[config.mk]
export PLATFORM = sky130hd
export DESIGN_NAME = router_out_arbiter_flat
export DESIGN_NICKNAME = d
export VERILOG_FILES = /design/src/rtl/router_pkg.sv /design/src/rtl/router_out_arbiter_if.sv /design/src/rtl/router_rr_pick.sv /design/src/rtl/router_out_arbiter.sv /design/src/flat_wrapper.sv
export SDC_FILE = /design/constraint.sdc
export NUM_CORES = 1
export LEC_CHECK = 0
export CAP_MARGIN = 20
export CORE_AREA = 8 8 74 76
export DETAILED_ROUTE_END_ITERATION = 8
export DIE_AREA = 0 0 82 84
export PLACE_DENSITY_LB_ADDON = 0.3
export SKIP_CTS_REPAIR_TIMING = 1
export SLEW_MARGIN = 5
export SYNTH_ARGS = -nofsm -noshare
export SYNTH_HDL_FRONTEND = slang
export SYNTH_HIERARCHICAL = 1
export SYNTH_SLANG_ARGS = --single-unit
export TNS_END_PERCENT = 100
[constraint.sdc]
create_clock -name clock -period 2.3 [get_ports clock]
set_input_delay 0.46 -clock clock [delete_from_list [all_inputs] [get_ports clock]]
set_output_delay 0.46 -clock clock [all_outputs]
set_load 0.01 [all_outputs]
[src/rtl/router_pkg.sv]
// Shared types and constants for the router output arbiter slice.
package router_pkg;

  localparam int PORT_W  = 2;
  localparam int NPORTS  = 3;
  localparam int LEN_MSB = 7;
  localparam int LEN_LSB = 2;
  localparam int LEN_W   = LEN_MSB - LEN_LSB + 1;

  typedef enum logic [2:0] {
    ST_IDLE    = 3'd0,
    ST_HDR     = 3'd1,
    ST_PAYLOAD = 3'd2,
    ST_PARITY  = 3'd3,
    ST_DRAIN   = 3'd4
  } state_t;

  // (p + k) mod 3, for port rotation
  function automatic logic [PORT_W-1:0] port_add(input logic [PORT_W-1:0] p,
                                                 input int unsigned k);
    int unsigned s;
    s = (32'(p) + k) % 32'(NPORTS);
    return PORT_W'(s);
  endfunction

endpackage

[src/rtl/router_out_arbiter_if.sv]
// FIFO-side and egress-side signals of the output arbiter, bundled with modports.
interface router_out_arbiter_if
  import router_pkg::*;
#(
  parameter int DATA_W = 8
);
  logic              fifo_empty_0;
  logic              fifo_empty_1;
  logic              fifo_empty_2;
  logic [DATA_W-1:0] fifo_dout_0;
  logic [DATA_W-1:0] fifo_dout_1;
  logic [DATA_W-1:0] fifo_dout_2;
  logic              read_enb_0;
  logic              read_enb_1;
  logic              read_enb_2;
  logic              soft_reset_0;
  logic              soft_reset_1;
  logic              soft_reset_2;
  logic [DATA_W-1:0] data_out;
  logic              vld_out;
  logic              ready_in;
  logic [PORT_W-1:0] grant;
  logic              busy;
  logic              pkt_done;

  modport master (
    input  fifo_empty_0, fifo_empty_1, fifo_empty_2,
    input  fifo_dout_0, fifo_dout_1, fifo_dout_2,
    input  ready_in,
    output read_enb_0, read_enb_1, read_enb_2,
    output soft_reset_0, soft_reset_1, soft_reset_2,
    output data_out, vld_out, grant, busy, pkt_done
  );

  modport slave (
    output fifo_empty_0, fifo_empty_1, fifo_empty_2,
    output fifo_dout_0, fifo_dout_1, fifo_dout_2,
    output ready_in,
    input  read_enb_0, read_enb_1, read_enb_2,
    input  soft_reset_0, soft_reset_1, soft_reset_2,
    input  data_out, vld_out, grant, busy, pkt_done
  );

endinterface

[src/rtl/router_rr_pick.sv]
// Round-robin port picker: first non-empty port in order ptr+1, ptr+2, ptr.
module router_rr_pick
  import router_pkg::*;
(
  input  logic [PORT_W-1:0] i_ptr,
  input  logic [NPORTS-1:0] i_nonempty,
  output logic [PORT_W-1:0] o_port,
  output logic              o_found
);

  logic [PORT_W-1:0] w_idx;

  // Walk the order backwards so the highest-priority candidate is written last
  always_comb begin
    o_port  = '0;
    o_found = 1'b0;
    w_idx   = '0;
    for (int k = NPORTS; k >= 1; k--) begin
      w_idx = port_add(i_ptr, k);
      if (i_nonempty[w_idx]) begin
        o_port  = w_idx;
        o_found = 1'b1;
      end
    end
  end

endmodule

[src/rtl/router_out_arbiter.sv]
// Packet-granular round-robin scheduler sharing one egress link among three
// router FIFOs, with a stall timeout that aborts the packet and clears its FIFO.
module router_out_arbiter
  import router_pkg::*;
#(
  parameter int DATA_W  = 8,
  parameter int TIMEOUT = 30
)(
  input  logic                 clock,
  input  logic                 resetn,
  router_out_arbiter_if.master bus
);

  localparam int SW = (TIMEOUT > 2) ? $clog2(TIMEOUT) : 1;

  state_t              r_state;
  logic [PORT_W-1:0]   r_ptr;
  logic [PORT_W-1:0]   r_grant;
  logic [LEN_W-1:0]    r_cnt;
  logic [SW-1:0]       r_stall;
  logic [DATA_W-1:0]   r_data_p0;
  logic                r_vld_p0;
  logic [NPORTS-1:0]   r_soft;

  logic [NPORTS-1:0]   w_empty;
  logic [DATA_W-1:0]   w_head;
  logic [PORT_W-1:0]   w_pick;
  logic                w_found;
  logic                w_xfer;
  logic                w_load;
  logic                w_accept;
  logic                w_stall;
  logic                w_abort;
  logic [LEN_W-1:0]    w_len;
  logic [NPORTS-1:0]   w_rd;

  assign w_empty = {bus.fifo_empty_2, bus.fifo_empty_1, bus.fifo_empty_0};

  always_comb begin
    case (r_grant)
      2'd1:    w_head = bus.fifo_dout_1;
      2'd2:    w_head = bus.fifo_dout_2;
      default: w_head = bus.fifo_dout_0;
    endcase
  end

  router_rr_pick u_pick (
    .i_ptr      (r_ptr),
    .i_nonempty (~w_empty),
    .o_port     (w_pick),
    .o_found    (w_found)
  );

  assign w_xfer   = (r_state == ST_HDR) || (r_state == ST_PAYLOAD) || (r_state == ST_PARITY);
  // Gated by resetn so a FIFO never loses a byte on the reset edge
  assign w_load   = resetn && (!r_vld_p0 || bus.ready_in) && !w_empty[r_grant] && w_xfer;
  assign w_accept = r_vld_p0 && bus.ready_in;
  assign w_stall  = r_vld_p0 && !bus.ready_in;
  assign w_abort  = w_stall && (r_stall == SW'(TIMEOUT - 1));
  assign w_len    = w_head[LEN_MSB:LEN_LSB];
  assign w_rd     = w_load ? (NPORTS'(1) << r_grant) : '0;

  // Stage p0: FSM, counters and egress register
  always_ff @(posedge clock) begin
    if (!resetn) begin
      r_state   <= ST_IDLE;
      r_ptr     <= PORT_W'(2);
      r_grant   <= '0;
      r_cnt     <= '0;
      r_stall   <= '0;
      r_data_p0 <= '0;
      r_vld_p0  <= 1'b0;
      r_soft    <= '0;
    end else begin
      r_soft  <= '0;
      r_stall <= (w_abort || !w_stall) ? '0 : r_stall + 1'b1;
      if (w_abort) begin
        r_soft   <= NPORTS'(1) << r_grant;
        r_vld_p0 <= 1'b0;
        r_ptr    <= r_grant;
        r_state  <= ST_IDLE;
      end else begin
        if (w_load) begin
          r_data_p0 <= w_head;
          r_vld_p0  <= 1'b1;
        end else if (w_accept) begin
          r_vld_p0  <= 1'b0;
        end
        case (r_state)
          ST_IDLE: begin
            if (w_found) begin
              r_grant <= w_pick;
              r_state <= ST_HDR;
            end
          end
          ST_HDR: begin
            if (w_load) begin
              r_cnt   <= w_len;
              r_state <= (w_len == '0) ? ST_PARITY : ST_PAYLOAD;
            end
          end
          ST_PAYLOAD: begin
            if (w_load) begin
              r_cnt <= r_cnt - 1'b1;
              if (r_cnt == LEN_W'(1)) r_state <= ST_PARITY;
            end
          end
          ST_PARITY: begin
            if (w_load) r_state <= ST_DRAIN;
          end
          ST_DRAIN: begin
            if (w_accept) begin
              r_ptr   <= r_grant;
              r_state <= ST_IDLE;
            end
          end
          default: r_state <= ST_IDLE;
        endcase
      end
    end
  end

  assign bus.read_enb_0   = w_rd[0];
  assign bus.read_enb_1   = w_rd[1];
  assign bus.read_enb_2   = w_rd[2];
  assign bus.soft_reset_0 = r_soft[0];
  assign bus.soft_reset_1 = r_soft[1];
  assign bus.soft_reset_2 = r_soft[2];
  assign bus.data_out     = r_data_p0;
  assign bus.vld_out      = r_vld_p0;
  assign bus.grant        = r_grant;
  assign bus.busy         = (r_state != ST_IDLE);
  assign bus.pkt_done     = (r_state == ST_DRAIN) && w_accept;

endmodule

[src/flat_wrapper.sv]
// flat-port wrapper written by rule: the top's interface ports become plain ports
module router_out_arbiter_flat import router_pkg::*;
#(
  parameter int DATA_W  = 8,
  parameter int TIMEOUT = 30
)
  (clock, resetn, bus_fifo_empty_0, bus_fifo_empty_1, bus_fifo_empty_2, bus_fifo_dout_0, bus_fifo_dout_1, bus_fifo_dout_2, bus_ready_in, bus_read_enb_0, bus_read_enb_1, bus_read_enb_2, bus_soft_reset_0, bus_soft_reset_1, bus_soft_reset_2, bus_data_out, bus_vld_out, bus_grant, bus_busy, bus_pkt_done);
  router_out_arbiter_if #(.DATA_W(DATA_W)) bus_i ();
  input  logic clock;
  input  logic resetn;
  input wire logic [$bits(bus_i.fifo_empty_0)-1:0] bus_fifo_empty_0;
  input wire logic [$bits(bus_i.fifo_empty_1)-1:0] bus_fifo_empty_1;
  input wire logic [$bits(bus_i.fifo_empty_2)-1:0] bus_fifo_empty_2;
  input wire logic [$bits(bus_i.fifo_dout_0)-1:0] bus_fifo_dout_0;
  input wire logic [$bits(bus_i.fifo_dout_1)-1:0] bus_fifo_dout_1;
  input wire logic [$bits(bus_i.fifo_dout_2)-1:0] bus_fifo_dout_2;
  input wire logic [$bits(bus_i.ready_in)-1:0] bus_ready_in;
  output wire logic [$bits(bus_i.read_enb_0)-1:0] bus_read_enb_0;
  output wire logic [$bits(bus_i.read_enb_1)-1:0] bus_read_enb_1;
  output wire logic [$bits(bus_i.read_enb_2)-1:0] bus_read_enb_2;
  output wire logic [$bits(bus_i.soft_reset_0)-1:0] bus_soft_reset_0;
  output wire logic [$bits(bus_i.soft_reset_1)-1:0] bus_soft_reset_1;
  output wire logic [$bits(bus_i.soft_reset_2)-1:0] bus_soft_reset_2;
  output wire logic [$bits(bus_i.data_out)-1:0] bus_data_out;
  output wire logic [$bits(bus_i.vld_out)-1:0] bus_vld_out;
  output wire logic [$bits(bus_i.grant)-1:0] bus_grant;
  output wire logic [$bits(bus_i.busy)-1:0] bus_busy;
  output wire logic [$bits(bus_i.pkt_done)-1:0] bus_pkt_done;
  assign bus_i.fifo_empty_0 = bus_fifo_empty_0;
  assign bus_i.fifo_empty_1 = bus_fifo_empty_1;
  assign bus_i.fifo_empty_2 = bus_fifo_empty_2;
  assign bus_i.fifo_dout_0 = bus_fifo_dout_0;
  assign bus_i.fifo_dout_1 = bus_fifo_dout_1;
  assign bus_i.fifo_dout_2 = bus_fifo_dout_2;
  assign bus_i.ready_in = bus_ready_in;
  assign bus_read_enb_0 = bus_i.read_enb_0;
  assign bus_read_enb_1 = bus_i.read_enb_1;
  assign bus_read_enb_2 = bus_i.read_enb_2;
  assign bus_soft_reset_0 = bus_i.soft_reset_0;
  assign bus_soft_reset_1 = bus_i.soft_reset_1;
  assign bus_soft_reset_2 = bus_i.soft_reset_2;
  assign bus_data_out = bus_i.data_out;
  assign bus_vld_out = bus_i.vld_out;
  assign bus_grant = bus_i.grant;
  assign bus_busy = bus_i.busy;
  assign bus_pkt_done = bus_i.pkt_done;
  router_out_arbiter #(.DATA_W(DATA_W), .TIMEOUT(TIMEOUT)) u_core (.clock(clock), .resetn(resetn), .bus(bus_i));
endmodule
==> impl_results.md <==
- Outcome: completed
- RSZ-0062 raised after global routing: false
- Number of pins exceeding their max-slew limit in the final report: 0
- Placed inst area: 0.00246 mm2
- Int Pwr: 1490 uW
- Critical Path Fanout Max: 4
- Data required, critical path: 2.50 ns
- Power Density: 827 mW/mm2
- Worst endpoint data arrival time: 2.37 ns
- Number of placement rows: 24
- Count of cells along the worst hold path: 1
- Initial antenna violation count: 0
- Library cell with the largest summed area after synthesis: sky130_fd_sc_hd__dfxtp_1
- Sort of element at the start of the critical path: primary input
- Peak Freq: 462 MHz
- Final worst path period share: 94.2%
- Endpoint class of the critical path: flop
- Switching share of power: 32.4%
- Sequential cell fraction of total power: 30.8%
- Global router's overall resource usage: 14.3%
- Port Buffer Count: 48
- Number of maximum-capacitance violations: 0
- TNS Setup: 0 ns
- Horizontal die dimension: 82 um
- Routed wire length: 4740 um
- CTS HTree Levels: 2
- Routed length per placed instance: 14.5 um
- Maximum number of pins on one net before global-route repair: 24
- Number of iterations in the first detailed-routing pass: 5
- Synth top area share: 32.7%
- Share of post-route cells with drive strength above 1: 17.8%
- Final-report setup violation count: 0
- Skew-Pair Late Insertion Delay: 0.29 ns
- Global-route wire length before repair: 7910 um
- Number of fill cells: 392
- Proportion of synthesized chip area in sequential cells: 32.7%
- Depth of the worst register-to-register path: 9
- Worst-case headroom to the max-slew limit: 69.3%
- Diodes inserted: 0
- Part of the total power dissipated in the clock network: 30.5%
- Series of cell instances along the critical path: clkdlybuf4s50_1 -> inv_1 -> mux2i_2 -> o22ai_1 -> a211o_1 -> a21oi_2 -> a221oi_4 -> buf_4 -> a311oi_1
- Power dissipated by switching net loads: 715 uW
- Number of hold-slack violations in the final timing report: 0
- Finished Core Util: 62.5%
- Actual transition at the worst max-transition pin: 0.456 ns
- Synthesized instance count: 212
- Number of global-route vias before repair: 1,752
- Met1 routed wirelength after detailed routing: 2060 um
- Post-route minimum period: 2.17 ns
- CTS Buffer Depth: 2
- Synthesized area per cell: 8.65 um2
- TritonCTS clock tree: built
- Setup slack after layout: 0.134 ns
- Count of unique library cells instantiated by Yosys: 48
- Core area: 0.00426 mm2
- Placed wire-length estimate: 3530 um
- Number of nets with antenna violations after routing: 0
- Post-layout total power: 2200 uW
- Static leakage: 0.00109 uW
- Post-placement setup slack: -0.353 ns
- Number of nets in the layout: 315
- Crit path max-delay cell type: sky130_fd_sc_hd__clkdlybuf4s50_1
- Dominant register cell in the synthesized netlist: sky130_fd_sc_hd__dfxtp_1
- Type of the worst setup path: primary input to flop
- Delay contributed by the slowest stage of the critical path: 0.48 ns
- Worst hold path type: flop to flop
- CTS Buf Count: 5
- Initial core utilization: 43.0%
- Synth async-reset ratio: 0%
- Maximum ir drop on the vdd rail: 0.380 mV
- Root buffer cell: sky130_fd_sc_hd__clkbuf_8
- Number of enable-type register cells in the synthesized netlist: 0
- Number of warnings issued by yosys: 6
- Top Layer Used: met4
- GP Congestion: 0.830
- Die area: 0.00689 mm2
- Clock skew: 0.00925 ns
- Die span in y: 84 um
- Top cell types by occurrence after synthesis: 30 x sky130_fd_sc_hd__dfxtp_1, 20 x sky130_fd_sc_hd__nor2_1, 19 x sky130_fd_sc_hd__mux2i_1
- Top area cells in the synthesized netlist: sky130_fd_sc_hd__dfxtp_1 33%, sky130_fd_sc_hd__mux2i_1 10%, sky130_fd_sc_hd__ha_1 7.5%
- Netlist Area Pre-Place: 0.00183 mm2
- Drc violations: 0
- Total grt overflow: 0
- Detail-routed via count per cell: 5.30
- Area added between synthesis and finish: 45.2%
- Combinational cell fraction of total power: 38.7%
- Sum of met3 wire segment lengths after detailed routing: 346 um
- Reg clk slew, reported paths: 0.07 ns
- Most instantiated library cell after synthesis: sky130_fd_sc_hd__dfxtp_1
- Met2 wire len: 2260 um
- 1st-iter DRT viols: 68
- # clock sinks: 30
- Total vias in the final route: 1,734
- Number of top-level pins: 49
- Syn nets: 253
- Number of storage elements in the synthesis netlist: 30
- Final instance area: 0.00266 mm2
[worst paths after layout]
path                                        start           endpoint  slack [ns]
worst max register to register    u_core/r_ptr[0]  u_core/r_state[0]        0.15
worst min-delay path            u_core/r_stall[0]  u_core/r_stall[0]        0.47
worst min register to register  u_core/r_stall[0]  u_core/r_stall[0]        0.47
worst max-delay path             bus_fifo_empty_2  u_core/r_state[0]        0.13
[through the flow]
stage                     instances  hold slack (ns)
after floorplan                 212            0.433
after global placement          319            0.449
after detailed placement        319            0.462
after CTS                       327            0.477
after global routing            327            0.521
final                           327            0.467
[cells in the final DEF (no fill, tap or decap), types with 3 or more instances in the layout]
master	n
sky130_fd_sc_hd__clkbuf_2	3
sky130_fd_sc_hd__clkdlybuf4s50_1	41
sky130_fd_sc_hd__o21ai_0	8
sky130_fd_sc_hd__buf_4	18
sky130_fd_sc_hd__nor2b_1	14
sky130_fd_sc_hd__nor2_1	20
sky130_fd_sc_hd__inv_1	12
sky130_fd_sc_hd__ha_1	8
sky130_fd_sc_hd__and2_1	3
sky130_fd_sc_hd__a32o_1	4
sky130_fd_sc_hd__mux2i_1	17
sky130_fd_sc_hd__dlymetal6s2s_1	4
sky130_fd_sc_hd__nand3_1	3
sky130_fd_sc_hd__dfxtp_1	28
sky130_fd_sc_hd__a22oi_1	8
sky130_fd_sc_hd__nand2_1	13
sky130_fd_sc_hd__nand2b_1	4
sky130_fd_sc_hd__a21oi_1	11
sky130_fd_sc_hd__clkbuf_8	6
sky130_fd_sc_hd__and3_1	4
[kinds of logic (layout without fill, tap and decap cells)]
logic type / after synthesis / in the layout / share of synthesized area, %
simple gates: 78 / 78 / 23.1
compound gates: 47 / 47 / 19.0
flops: 30 / 30 / 32.7
buf+inv: 23 / 86 / 5.25
mux: 20 / 20 / 11.0
fa+ha+maj: 11 / 11 / 7.50
xor+xnor: 3 / 3 / 1.43
[worst max-delay path: cells and delay by family]
family / cells / cell delay [ns]
mux: 1 / 0.19
compound gates: 5 / 0.97
buf+inv: 3 / 0.74
[routing by layer]
metal  vias up  track usage [%]
met5         -                0
met3         7             5.39
met4         0             5.75
li1        873                -
met1       811             16.7
met2        43             22.5
[registers in the layout (all words and copies together), names as in the netlist]
register             flops
u_core/bus.data_out      8
u_core/r_stall           5
u_core/r_state           3
u_core/r_soft            3
u_core/r_cnt             6
u_core/bus.grant         2
u_core/r_ptr             2
u_core/bus.vld_out       1
[power by group through the flow]
stage / registers [uW] / clock network, uW / logic [uW]
6_report: 679 / 672 / 853
3_5_place_dp: 681 / 0 / 835
3_3_place_gp: 679 / 0 / 826
2_1_floorplan: 682 / 0 / 525
5_1_grt: 691 / 701 / 949
4_1_cts: 670 / 684 / 842
[layout make-up]
class / instances / area, um2 / share of cell area, %
clock inverter: 2 / 60.1 / 2.25
tap: 52 / 65.1 / 2.44
multi-input combinational: 159 / 1200 / 45.0
sequential: 30 / 603 / 22.6
inverter: 12 / 45.0 / 1.69
clock buffer: 6 / 82.6 / 3.10
timing repair buffer: 66 / 611 / 22.9
No activity file was read; power rests on OpenSTA's default activity.
